## config.mk

```make
export PLATFORM = sky130hd
export DESIGN_NAME = ic_refill_ctrl
export DESIGN_NICKNAME = d
export VERILOG_FILES = /design/src/rtl/ic_refill_ctrl_pkg.sv /design/src/rtl/ic_refill_ctrl_line_buf.sv /design/src/rtl/ic_refill_ctrl.sv
export SDC_FILE = /design/constraint.sdc
export NUM_CORES = 1
export LEC_CHECK = 0
export ABC_AREA = 1
export CAP_MARGIN = 40
export CORE_MARGIN = 2
export CORE_UTILIZATION = 30
export CTS_CLUSTER_SIZE = 25
export DETAILED_ROUTE_END_ITERATION = 12
export GPL_TIMING_DRIVEN = 0
export PLACE_DENSITY_LB_ADDON = 0.25
export SYNTH_ARGS = -nofsm -noshare
export SYNTH_HDL_FRONTEND = slang
export SYNTH_HIERARCHICAL = 1
export SYNTH_SLANG_ARGS = --single-unit
```

## constraint.sdc

```tcl
create_clock -name i_clk -period 5.1 [get_ports i_clk]
set_input_delay 0.765 -clock i_clk [delete_from_list [all_inputs] [get_ports i_clk]]
set_output_delay 0.765 -clock i_clk [all_outputs]
set_load 0.01 [all_outputs]
```

## src/rtl/ic_refill_ctrl_pkg.sv

```systemverilog
// Shared refill-engine definitions: state encodings, line geometry, word offsets.
package ic_refill_ctrl_pkg;

  localparam logic ENABLE  = 1'b1;
  localparam logic DISABLE = 1'b0;

  localparam int RF_LINE_WORDS = 4;

  localparam logic [1:0] WORD0 = 2'd0;
  localparam logic [1:0] WORD1 = 2'd1;
  localparam logic [1:0] WORD2 = 2'd2;
  localparam logic [1:0] WORD3 = 2'd3;

  typedef enum logic [2:0] {
    RF_IDLE = 3'd0,
    RF_REQ  = 3'd1,
    RF_WAIT = 3'd2,
    RF_FILL = 3'd3,
    RF_DONE = 3'd4
  } rf_state_t;

  function automatic logic [1:0] next_word(input logic [1:0] k);
    return k + 2'd1;
  endfunction

endpackage

```

## src/rtl/ic_refill_ctrl_line_buf.sv

```systemverilog
// Line buffer: RF_LINE_WORDS x WORD_W registers written by word index, clearable,
// presented as one concatenated line with word k at bits [WORD_W*k +: WORD_W].
module ic_refill_ctrl_line_buf
  import ic_refill_ctrl_pkg::*;
#(
  parameter int WORD_W = 32
) (
  input  logic                            i_clk,
  input  logic                            i_rst,
  input  logic                            i_clr,
  input  logic                            i_we,
  input  logic [1:0]                      i_idx,
  input  logic [WORD_W-1:0]               i_wdata,
  output logic [RF_LINE_WORDS*WORD_W-1:0] o_line
);

  logic [WORD_W-1:0] r_word [RF_LINE_WORDS];

  always_ff @(posedge i_clk) begin
    if (i_rst || i_clr) begin
      for (int i = 0; i < RF_LINE_WORDS; i++) begin
        r_word[i] <= '0;
      end
    end else if (i_we) begin
      case (i_idx)
        WORD0: r_word[0] <= i_wdata;
        WORD1: r_word[1] <= i_wdata;
        WORD2: r_word[2] <= i_wdata;
        WORD3: r_word[3] <= i_wdata;
      endcase
    end
  end

  for (genvar g = 0; g < RF_LINE_WORDS; g++) begin : g_line
    assign o_line[g*WORD_W +: WORD_W] = r_word[g];
  end

endmodule

```

## src/rtl/ic_refill_ctrl.sv

```systemverilog
// Icache refill engine: fetches one 4-word line from the memory bus on a miss and returns it.
// Optional critical-word-first ordering under `IC_REFILL_CWF_EN.
module ic_refill_ctrl
  import ic_refill_ctrl_pkg::*;
#(
  parameter int ADDR_W = 28,
  parameter int WORD_W = 32
) (
  input  logic                  i_clk,
  input  logic                  i_rst,
  input  logic                  i_irq,
  input  logic [ADDR_W-1:0]     i_l2_addr,
  input  logic [1:0]            i_req_word,
  input  logic                  i_ic_rw_en,
  input  logic                  i_ext_busy,
  output logic                  o_l2_busy,
  output logic                  o_l2_rdy,
  output logic                  o_complete,
  output logic [4*WORD_W-1:0]   o_data_wd_l2,
  output logic                  o_mem_req,
  output logic [ADDR_W+1:0]     o_mem_addr,
  input  logic                  i_mem_gnt,
  input  logic                  i_mem_rvalid,
  input  logic [WORD_W-1:0]     i_mem_rdata
);

  rf_state_t         r_state;
  rf_state_t         w_next;
  logic [ADDR_W-1:0] r_addr;
  logic [1:0]        r_k;
  logic              w_start;
  logic              w_we;
  logic              w_last;
  logic [1:0]        w_start_k;
  logic              w_unused_ok;

`ifdef IC_REFILL_CWF_EN
  // Completion is counted in beats because k wraps and may start anywhere.
  logic [1:0] r_beats;

  assign w_start_k   = i_req_word;
  assign w_last      = (r_beats == WORD3);
  assign w_unused_ok = i_ic_rw_en;

  always_ff @(posedge i_clk) begin
    if (i_rst) begin
      r_beats <= WORD0;
    end else if (w_start) begin
      r_beats <= WORD0;
    end else if (w_we) begin
      r_beats <= next_word(r_beats);
    end
  end
`else
  assign w_start_k   = WORD0;
  assign w_last      = (r_k == WORD3);
  assign w_unused_ok = ^{i_ic_rw_en, i_req_word};
`endif

  always_ff @(posedge i_clk) begin
    if (i_rst) begin
      r_state <= RF_IDLE;
      r_addr  <= '0;
      r_k     <= WORD0;
    end else begin
      r_state <= w_next;
      if (w_start) begin
        r_addr <= i_l2_addr;
        r_k    <= w_start_k;
      end else if (w_we && !w_last) begin
        r_k <= next_word(r_k);
      end
    end
  end

  always_comb begin
    w_next     = r_state;
    w_start    = DISABLE;
    w_we       = DISABLE;
    o_l2_busy  = ENABLE;
    o_l2_rdy   = DISABLE;
    o_complete = DISABLE;
    o_mem_req  = DISABLE;
    case (r_state)
      RF_IDLE: begin
        // Bus ownership is only arbitrated here; a later ext_busy is ignored.
        o_l2_busy = i_ext_busy;
        if (i_irq && !i_ext_busy) begin
          w_start = ENABLE;
          w_next  = RF_REQ;
        end
      end
      RF_REQ: begin
        o_mem_req = ENABLE;
        if (i_mem_gnt) begin
          w_next = RF_WAIT;
        end
      end
      RF_WAIT: begin
        if (i_mem_rvalid) begin
          w_we   = ENABLE;
          w_next = w_last ? RF_FILL : RF_REQ;
        end
      end
      RF_FILL: begin
        o_l2_rdy = ENABLE;
        w_next   = RF_DONE;
      end
      RF_DONE: begin
        o_complete = ENABLE;
        w_next     = RF_IDLE;
      end
      default: w_next = RF_IDLE;
    endcase
  end

  assign o_mem_addr = o_mem_req ? {r_addr, r_k} : '0;

  ic_refill_ctrl_line_buf #(
    .WORD_W (WORD_W)
  ) u_line_buf (
    .i_clk   (i_clk),
    .i_rst   (i_rst),
    .i_clr   (w_start),
    .i_we    (w_we),
    .i_idx   (r_k),
    .i_wdata (i_mem_rdata),
    .o_line  (o_data_wd_l2)
  );

endmodule
```

Word-level counts from Yosys, hierarchy flattened
Memory sizes are Yosys's and may differ from the RTL's. Cells that the tools add are included.

Bits in writable memories: 128. Word-level logic and storage cells: 64. Input port bits: 69. Memories: 1. Register bits: 33.

Eq/ne operators: 10. Add/sub/neg operators: 1. Reductions and logical operators: 9. Muxes and demuxes: 36. Bitwise gates (word level): 4.

Memories: u_line_buf.r_word (words 4, bits a word 32, rd ports 4, clocked after Yosys merged registers in 0, wr ports 4, line ic_refill_ctrl_line_buf.sv:17) `logic [WORD_W-1:0] r_word [RF_LINE_WORDS];`.

Operators with widths (number): 2-to-1 mux 32 bit (4); 2-to-1 mux 30 bit (1); 2-to-1 mux 1 bit (26); one-hot mux 3 bit (4 select lines) (1); 2-to-1 mux 3 bit (3); equality test 3 x 2 -> 1 bit (second input constant) (2); inequality test 2 bit (second input constant) (3); equality test 2 bit (second input constant) (2); OR 1 bit (4); equality test 3 x 1 -> 1 bit (second input constant) (1); equality test 3 bit (second input constant) (1); zero test 3 bit (1); AND reduction 3 bit (1); adder 2 x 1 -> 2 bit (second input constant) (1); equality test 2 x 1 -> 1 bit (second input constant) (1); logical AND 1 bit (2); zero test 1 bit (2); zero test 2 bit (1); 2-to-1 mux 2 bit (1); OR reduction 2 bit (1); logical OR 1 bit (1).

Longest topological paths before layout
Gate-level depths: netlist of run 1.

Word-level depth: 8. Gate-level depth with buffers: 9.

Modules after synthesis
The synthesis of run 1 kept the hierarchy.

By module, submodules not included: ic_refill_ctrl_line_buf (area an instance 4715.8 sq um, instances 1, seq. area each 3843.7 sq um, cells each 317); ic_refill_ctrl (area an instance 1456.4 sq um, instances 1, seq. area each 660.6 sq um, cells each 203).

Worst setup path before layout of run 1
Ideal clock, no wire load.

Path kind: input to register. From: input port i_mem_rvalid. To: memory u_line_buf.r_word[2][0] (enable). Buffers on the path: 0. Setup slack: 1178 ps. Stages on the path: 4. Arrival: 3457 ps. Cell sequence: inv_1 -> nor2_2 -> nand2_2 -> o21ai_0.

RTL lines: from (decl) (line ic_refill_ctrl.sv:23) `input logic i_mem_rvalid,`; to (decl) (line ic_refill_ctrl_line_buf.sv:17).

Final worst setup path of run 1
From: register r_state[1]. To: output port o_mem_addr[7].

Cells in the longest elaborated chain, start to end: 3.

Ends and longest elaborated chain: from (decl) (line ic_refill_ctrl.sv:27) `rf_state_t r_state;`; from (signal assigned) (line ic_refill_ctrl.sv:66) `r_state <= w_next;`; equality test 3 x 1 -> 1 bit (line ic_refill_ctrl.sv:84) `case (r_state)`; 2-to-1 mux 1 bit (line ic_refill_ctrl.sv:84); 2-to-1 mux 30 bit (line ic_refill_ctrl.sv:117) `assign o_mem_addr = o_mem_req ? {r_addr, r_k} : '0;`; to (decl) (line ic_refill_ctrl.sv:21) `output logic [ADDR_W+1:0] o_mem_addr,`.

Every way passes these cells.

==> impl_metrics.yaml, run 1 <==
yosys:
  synthesis.area_mm2: 0.006172
  synth_cell_types: 21
  synthArstFlopShare_pct: 0
  synth_top_cell_area_share_pct: 62.27
  yosys_warnings: 6
  synth-main-ff-cell: "edfxtp_1"
  synth_seq_cells: 161
  yosys.area.top_type: "edfxtp_1"
  ys_seq_area_share_pct: 72.98
  synth_nets: 590
  synth_most_common_cell: "nor2_1"
  avgSynthCellArea_um2: 11.87
  yosys-top-cells-area: "edfxtp_1, dfxtp_1, nor2_1, inv_1, buf_6"
  synth_edf_count: 128
  syn_inst: 520
  synthTopCellsByCount: "nor2_1, edfxtp_1, inv_1"
floorplanning:
  num_rows: 52
  die-area_mm2: 0.02174
  die_x_um: 147.4
  coreArea_mm2: 0.02023
  io_pins: 231
  die-height_um: 147.4
  initial_utilization_pct: 30.50
critical_path:
  cp_num_buf_inv: 3
  crit_path_end_kind: "output pin"
  path_class: "reg2out"
  cp_max_fo: 10
  critPathRequiredTime_ns: 4.34
  crit_chain: "inv_2 -> nand3_1 -> buf_2 -> nor2_1 -> clkdlybuf4s50_1"
  critPathTopFamily: "buffers and inverters"
  r2r_setup_slack_ns: 2.85
  critPathSlowestCell: "clkdlybuf4s50_1"
  arrival_ns: 2.02
  critical_path.startpoint_type: "register"
  cpPeakStageDelay_ns: 0.57
timing:
  slew_headroom_pct: 51.09
  fin_crit_ns: 2.781
  finalSetupViolCount: 0
  worst_pin_slew_ns: 0.7308
  skew_ns: 0.009379
  grt_setup_unrepaired: "no"
  worst_hold_slack_ns: 0.4542
  hold_violations: 0
  fin_ws_ns: 2.319
  timing.fmax_ghz: 0.3596
  fin_crit_sh_pct: 54.53
  slew_violations: 0
clocking:
  cts_buffer_depth: 2
  cts_root_buf: "clkbuf_16"
  clock-sinks: 161
  htreeDepth: 4
  cts_setup_buffers: 0
  hold_buffers: 0
  cts_inserted_buffers: 17
  cts_resized: 0
  cts_tree: "done"
  clkLatencyLatePin_ns: 0.42
  cts.clk_slew.worst_paths_ns: 0.06
detailed_routing:
  drt_iter0_markers: 254
  via_per_inst: 4.265
  avgRoutedWirePerCell_um: 15.50
  vias: 4491
  firstDrtPassIters: 5
  drc: 0
  wl_mm: 16.33
  ant_nets: 0
layout:
  design_area_mm2: 0.009487
  nFillCells: 1876
  num-nets-final: 840
  final_util_pct: 46.88
  seq_area_mm2: 0.004504
  multiInputGateArea_mm2: 0.001219
  antenna_cells_inserted: 0
  drive_gt1_share_pct: 10.73
  syn_to_final_growth_pct: 53.70
  final_cells: 1053
placed_design:
  dp.cells: 1021
  gp_congestion: 0.7698
  dpl_cell_area_mm2: 0.008914
  io_buffer_count: 227
  pre_cts_ws_ns: 2.071
  hpwlAfterDp_mm: 11.47
power:
  power_density_mw_per_mm2: 366.9
  ir_worst_vdd_uv: 229.7
  p_leak_uw: 0.003647
global_route:
  track_usage_pct: 15.16
  antenna_found_initial: 0
  gr-total-overflow: 0
  grt_pass1_wl_mm: 24.86
  grt_max_degree: 23
  grt_pass1_vias: 4302
min_path:
  hp-class: "reg2reg"
run:
  maxCapViolations: 0
outcome:
  status: "finished clean"
-- sequential cells by signal, summed over array words and instances, names as in the netlist --
register           flops
u_line_buf/r_word    128
r_addr                28
r_state                3
r_k                    2
-- through the flow --
step / setup TNS [ns] / total power, uW
2_1_floorplan: 0 / 1895
3_3_place_gp: -110.65 / 2260
3_5_place_dp: 0 / 2277
4_1_cts: 0 / 3523
5_1_grt: 0 / 3627
6_report: 0 / 3481
-- placed cells by master, fill, tap and decap left out, types with 2 or more instances in the layout --
master,instances
clkdlybuf4s50_1,227
nor2_1,149
edfxtp_1,128
inv_1,73
dfxtp_1,33
a21oi_1,30
o21ai_0,29
clkbuf_16,17
nor2_2,16
buf_6,15
nand2_1,10
nand3_1,8
clkbuf_1,5
nand2_2,5
buf_2,4
inv_6,4
nor2_4,3
clkinvlp_4,3
inv_8,3
o21ai_4,3
nor3_1,2
nand4_1,2
clkinv_4,2
buf_16,2
buf_12,2
-- routing by layer --
layer,vias to the layer above,wire length [um],GRT usage (%)
li1,2199,-,-
met1,2101,7214,19.26
met2,177,7538,24.16
met3,14,1345,5.525
met4,0,226,5.000
met5,-,0,0
-- final timing paths --
path                                         startpoint                                     end  cells past startpoint
worst max-delay path            r_state[1]$_SDFFE_PP0P_                           o_mem_addr[7]                      5
worst min-delay path            r_addr[21]$_SDFFE_PP0P_                 r_addr[21]$_SDFFE_PP0P_                      2
worst max register to register  r_state[0]$_SDFFE_PP0P_  u_line_buf/r_word[1][15]$_SDFFCE_PN0P_                      6
worst min register to register  r_addr[21]$_SDFFE_PP0P_                 r_addr[21]$_SDFFE_PP0P_                      2
-- power by group --
group / switching (uW) / total [uW] / internal, uW
sequential: 41.4 / 1610 / 1570
combinational: 323 / 631 / 309
clock: 556 / 1240 / 686
-- worst register-to-register path, cell delays in order, from the launching register on --
cell     delay [ns]
dfxtp_1        0.37
nor2_4         0.18
nand2_1        0.10
nor2_2         0.28
nand2_1        0.16
o21ai_4        0.61
buf_16         0.25
-- cell families after synthesis --
logic type | after synthesis | share of synthesized area (%)
buffers and inverters | 98 | 7.865
flip-flops | 161 | 72.98
AND/OR/NAND/NOR | 198 | 13.93
AO/OA/AOI/OAI | 62 | 5.027
adder cells (fa/ha/maj) | 1 | 0.2027
-- area by class of cell --
type / count / area share, %
sequential: 161 / 47.48
inverter: 74 / 2.928
multi-input combinational: 261 / 12.85
timing repair buffer: 231 / 24.95
clock buffer: 17 / 4.484
buffer: 24 / 2.189
tap: 270 / 3.561
clock inverter: 15 / 1.556
Note: power is estimated with default switching activity, not from simulation.
==> run 2: changes to the inputs <==
==> constraint.sdc (replaced) <==
create_clock -name i_clk -period 2.33 [get_ports i_clk]
set_input_delay 0.3495 -clock i_clk [delete_from_list [all_inputs] [get_ports i_clk]]
set_output_delay 0.3495 -clock i_clk [all_outputs]
set_load 0.01 [all_outputs]
==> run 2 against run 1 <==
Against the previous run:
- cell count increased by 0.19%
- clock skew increased by 0.0012 ns
- critical path depth is the same
- clock power grew 120%
- die area unchanged
- largest cell class unchanged
- largest power group unchanged
- highest routed layer unchanged
==> impl_metrics.yaml, run 2 (same netlist as run 1, synthesis figures left out) <==
layout:
  antenna_cells_inserted: 0
  drive_gt1_share_pct: 11.34
  largest_register: "u_line_buf/r_word"
  num-nets-final: 842
  layout_commonest_cell: "clkdlybuf4s50_1"
  syn_to_final_growth_pct: 54.88
  reg_top3: "u_line_buf/r_word x128, r_addr x28, r_state x3"
  layout_common_cells: "clkdlybuf4s50_1, nor2_1, edfxtp_1"
  final_util_pct: 47.24
  largest_register_ffs: 128
detailed_routing:
  wl_mm: 16.26
  vias: 4466
  drt_iter0_markers: 167
  firstDrtPassIters: 4
  ant_nets: 0
  via_per_inst: 4.233
  drc: 0
  avgRoutedWirePerCell_um: 15.41
timing:
  fin_crit_ns: 2.229
  timing.fmax_ghz: 0.4486
  skew_ns: 0.01058
  worst_pin_slew_ns: 0.5173
  fin_ws_ns: 0.1008
  finalSetupViolCount: 0
  fin_crit_sh_pct: 95.68
  grt_setup_unrepaired: "no"
  slew_headroom_pct: 65.38
  slew_violations: 0
  hold_violations: 0
clocking:
  clock-sinks: 161
  cts.clk_slew.worst_paths_ns: 0.07
  cts_inserted_buffers: 17
  htreeDepth: 4
  cts_buffer_depth: 2
  cts_tree: "done"
  cts_root_buf: "clkbuf_16"
  hold_buffers: 0
  clkLatencyLatePin_ns: 0.42
outcome:
  status: "finished clean"
placed_design:
  io_buffer_count: 227
  hpwlAfterDp_mm: 11.58
  gp_congestion: 0.7404
  pre_cts_ws_ns: -0.2430
floorplanning:
  io_pins: 231
  coreArea_mm2: 0.02023
  die_x_um: 147.4
  initial_utilization_pct: 30.50
  die-height_um: 147.4
  die-area_mm2: 0.02174
  num_rows: 52
min_path:
  hold_depth: 2
  hp-class: "reg2reg"
  min_to: "r_addr[2]$_SDFFE_PP0P_"
  min-delay-start: "r_addr[2]$_SDFFE_PP0P_"
critical_path:
  crit_path_end_kind: "output pin"
  reg2regPathDepth: 6
  critPathRequiredTime_ns: 1.98
  timing.rr.start: "r_state[2]$_SDFFE_PP0P_"
  critPathSlowestCell: "clkdlybuf4s50_1"
  critical_path.startpoint_type: "register"
  arrival_ns: 1.88
  crit_chain: "inv_4 -> nand3_4 -> buf_2 -> nor2_1 -> clkdlybuf4s50_1"
  path_class: "reg2out"
  cp_max_fo: 10
  r2r_setup_slack_ns: 0.17
  cpPeakStageDelay_ns: 0.55
  reg2reg_to: "u_line_buf/r_word[3][20]$_SDFFCE_PN0P_"
  cp-startpoint: "r_state[1]$_SDFFE_PP0P_"
global_route:
  track_usage_pct: 15.24
  grt_pass1_wl_mm: 25.01
  gr-total-overflow: 0
  grt_pass1_vias: 4414
  antenna_found_initial: 0
  grt_max_degree: 24
power:
  ir_worst_vdd_uv: 498.5
  p_leak_uw: 0.003770
  power_density_mw_per_mm2: 799.6
run:
  maxCapViolations: 0
-- run 2: cell types whose count changed in the layout (fill, tap and decap cells not counted), moves of 2 or more --
cell / previous run / this run
buf_2: 4 / 2
buf_4: 0 / 2
dlymetal6s2s_1: 0 / 4
clkdlybuf4s50_1: 227 / 219
dlygate4sd2_1: 0 / 4
buf_12: 2 / 4
-- run 2: area by class of cell --
cell class / count / area [um2]
well taps: 270 / 337.8
multi-input cells: 261 / 1231
repair buffers: 233 / 2412
inverters: 74 / 280.3
clock buffers: 18 / 429.2
flip-flops and latches: 161 / 4506
plain buffers: 24 / 212.7
clock inverters: 14 / 150.1
fillers: 1898 / 10680
-- run 2: power breakdown --
group          switching [uW]  leakage [uW]  internal (uW)
clock                    1200      0.000278           1510
sequential               95.5       0.00163           3430
combinational             710       0.00187            698
total                    2010       0.00377           5640
-- run 2: worst max-delay path by stage --
stage | endpoint | slack, ns | cells after the start
3_5_place_dp | u_line_buf/r_word[0][7]$_SDFFCE_PN0P_ | -0.24 | 9
4_1_cts | o_mem_addr[20] | -0.02 | 5
5_1_grt | o_mem_addr[9] | 0.005 | 5
2_1_floorplan | u_line_buf/r_word[3][0]$_SDFFCE_PN0P_ | -0.51 | 5
6_report | o_mem_addr[14] | 0.10 | 5
3_3_place_gp | u_line_buf/r_word[2][21]$_SDFFCE_PN0P_ | -2.09 | 5
-- run 2: timing repair --
action,in CTS,in global routing
pin swaps,0,2
endpoints found under the setup margin,30,62
gates resized for setup,6,10
buffers inserted,0,2
-- run 2: metal layers --
| metal | GRT usage (%) | wire [um] |
|---|---|---|
| met5 | 0 | 0 |
| met1 | 19.11 | 7026 |
| met4 | 3.990 | 95 |
| met2 | 24.49 | 7670 |
| met3 | 6.327 | 1465 |
-- run 2: critical path, delay by kind of cell, from the launching register on --
family / cells / cell delay, ns
flip-flops: 1 / 0.36
buffers and inverters: 3 / 0.87
AND/OR/NAND/NOR: 2 / 0.23
-- run 2: through the flow --
step	setup TNS [ns]	cell area (um2)	instances	hold WS, ns	total power [uW]
detailed placement	-24.33	8914	1021	0.4438	4982
floorplan	-48.32	6172	520	0.4270	4141
global route	0	9559	1055	0.4706	7988
finish	0	9559	1055	0.4505	7643
CTS	-0.08335	9495	1053	0.4540	7734
global placement	-222.35	8782	1017	0.4396	4934
==> run 3: changes to the inputs <==
--- a/config.mk
+++ b/config.mk
@@ -6,7 +6,7 @@
 export NUM_CORES = 1
 export LEC_CHECK = 0
 export ABC_AREA = 1
-export CAP_MARGIN = 40
+export CAP_MARGIN = 20
 export CORE_MARGIN = 2
 export CORE_UTILIZATION = 30
 export CTS_CLUSTER_SIZE = 25
==> run 3 against run 2 <==
Against the previous run:
- wire length grew 0.48%
- fmax shrank 0.50%
- critical endpoint is now o_mem_addr[1]
- die area stayed put
- critical path type unchanged
- via count hardly changed
==> impl_metrics.yaml, run 3 (same netlist as run 1, synthesis figures left out) <==
global_route:
  antenna_found_initial: 0
  grt_pass1_wl_mm: 24.72
  track_usage_pct: 15.07
  grt_max_degree: 24
  grt_pass1_vias: 4350
  gr-total-overflow: 0
timing:
  worst_hold_slack_ns: 0.4517
  worst_pin_slew_ns: 0.5268
  timing.fmax_ghz: 0.4463
  slew_headroom_pct: 64.74
  skew_ns: 0.01109
  finalSetupViolCount: 0
  slew_violations: 0
  grt_setup_unrepaired: "no"
  hold_violations: 0
  fin_crit_ns: 2.240
  fin_crit_sh_pct: 96.16
critical_path:
  critPathTopFamily: "buffers and inverters"
  cp_num_buf_inv: 3
  crit_chain: "inv_4 -> nand3_4 -> buf_2 -> nor2_1 -> clkdlybuf4s50_1"
  critical_path.startpoint_type: "register"
  crit_path_end_kind: "output pin"
  r2r_setup_slack_ns: 0.18
  critPathSlowestCell: "clkdlybuf4s50_1"
  reg2regPathDepth: 6
  cpPeakStageDelay_ns: 0.57
  critPathRequiredTime_ns: 1.98
  timing.rr.start: "r_state[2]$_SDFFE_PP0P_"
  path_class: "reg2out"
  cp_max_fo: 10
  arrival_ns: 1.89
  reg2reg_to: "u_line_buf/r_word[3][31]$_SDFFCE_PN0P_"
clocking:
  cts_root_buf: "clkbuf_16"
  hold_buffers: 0
  clock-sinks: 161
  clkLatencyLatePin_ns: 0.42
  cts_inserted_buffers: 17
  cts.clk_slew.worst_paths_ns: 0.07
  cts_tree: "done"
  htreeDepth: 4
  cts_buffer_depth: 2
floorplanning:
  die_x_um: 147.4
  initial_utilization_pct: 30.50
  die-area_mm2: 0.02174
  die-height_um: 147.4
  io_pins: 231
  coreArea_mm2: 0.02023
  num_rows: 52
power:
  power_density_mw_per_mm2: 801.1
  p_leak_uw: 0.003828
  ir_worst_vdd_uv: 500.6
detailed_routing:
  avgRoutedWirePerCell_um: 15.48
  via_per_inst: 4.234
  drt_iter0_markers: 191
  wl_mm: 16.34
  drc: 0
  firstDrtPassIters: 4
  ant_nets: 0
  vias: 4467
placed_design:
  io_buffer_count: 227
  hpwlAfterDp_mm: 11.58
  gp_congestion: 0.7404
layout:
  syn_to_final_growth_pct: 54.94
  largest_register: "u_line_buf/r_word"
  layout_commonest_cell: "clkdlybuf4s50_1"
  final_util_pct: 47.26
  antenna_cells_inserted: 0
  reg_top3: "u_line_buf/r_word x128, r_addr x28, r_state x3"
  largest_register_ffs: 128
  nFillCells: 1910
  layout_common_cells: "clkdlybuf4s50_1, nor2_1, edfxtp_1"
  drive_gt1_share_pct: 11.34
  num-nets-final: 842
min_path:
  hp-class: "reg2reg"
  hold_depth: 2
  min-delay-start: "r_addr[7]$_SDFFE_PP0P_"
  min_to: "r_addr[7]$_SDFFE_PP0P_"
run:
  maxCapViolations: 0
outcome:
  status: "finished clean"
==> run 3: cell types whose count changed in the layout (fill, tap and decap cells not counted), sizes merged <==
cell	before	now
dlygate4sd2	4	5
dlymetal6s2s	4	7
clkdlybuf4s50	219	215
==> run 3: worst max-delay path by stage <==
stage,start,cells after the start,endpoint
3_5_place_dp,i_ext_busy,9,u_line_buf/r_word[0][7]$_SDFFCE_PN0P_
3_3_place_gp,i_mem_rvalid,5,u_line_buf/r_word[2][21]$_SDFFCE_PN0P_
2_1_floorplan,r_state[2]$_SDFFE_PP0P_,5,u_line_buf/r_word[3][0]$_SDFFCE_PN0P_
6_report,r_state[1]$_SDFFE_PP0P_,5,o_mem_addr[1]
5_1_grt,r_state[1]$_SDFFE_PP0P_,5,o_mem_addr[13]
4_1_cts,r_state[1]$_SDFFE_PP0P_,5,o_mem_addr[0]
==> run 3: routing by layer <==
layer | up-vias | track usage, % | share of wire [%]
li1 | 2206 | - | -
met1 | 2058 | 18.77 | 43
met2 | 190 | 24.46 | 46
met3 | 13 | 6.451 | 9.6
met4 | 0 | 3.462 | 0.87
met5 | - | 0 | 0
==> run 3: through the flow <==
stage               instance area, um2  TNS [ns]  setup slack, ns  cells  power [uW]
finish                            9563         0          0.08954   1055        7661
global route                      9563         0         0.005966   1055        7974
CTS                               9493   -0.1712         -0.02251   1053        7730
detailed placement                8914    -23.30          -0.2358   1021        4982
global placement                  8782   -222.35           -2.086   1017        4934
floorplan                         6172    -48.32          -0.5116    520        4141
==> run 3: worst register-to-register path, cell delays in order (launching register included) <==
cell	delay, ns
dfxtp_1	0.36
nor2_4	0.20
nand2_1	0.10
nor2_2	0.27
nand2_2	0.18
o21ai_4	0.47
buf_12	0.26
==> run 3: repair_timing <==
action | in CTS | in global routing
resized for setup | 7 | 12
setup endpoints to repair | 30 | 43
setup buffers | 0 | 2
pin swaps | 0 | 2
==> run 3: power by group <==
| part | switching (uW) | total (uW) | internal, uW |
|---|---|---|---|
| combinational | 706 | 1400 | 694 |
| sequential | 96.1 | 3520 | 3430 |
| clock | 1230 | 2740 | 1510 |
| total | 2030 | 7660 | 5630 |
==> run 3: final cells by class <==
cell class,instances,area (um2),share of cell area [%]
clock inverter,14,150.1,1.570
timing repair buffer,233,2419,25.29
clock buffer,18,429.2,4.488
sequential,161,4506,47.12
tap,270,337.8,3.533
buffer,24,210.2,2.198
multi-input combinational,261,1231,12.87
inverter,74,280.3,2.931
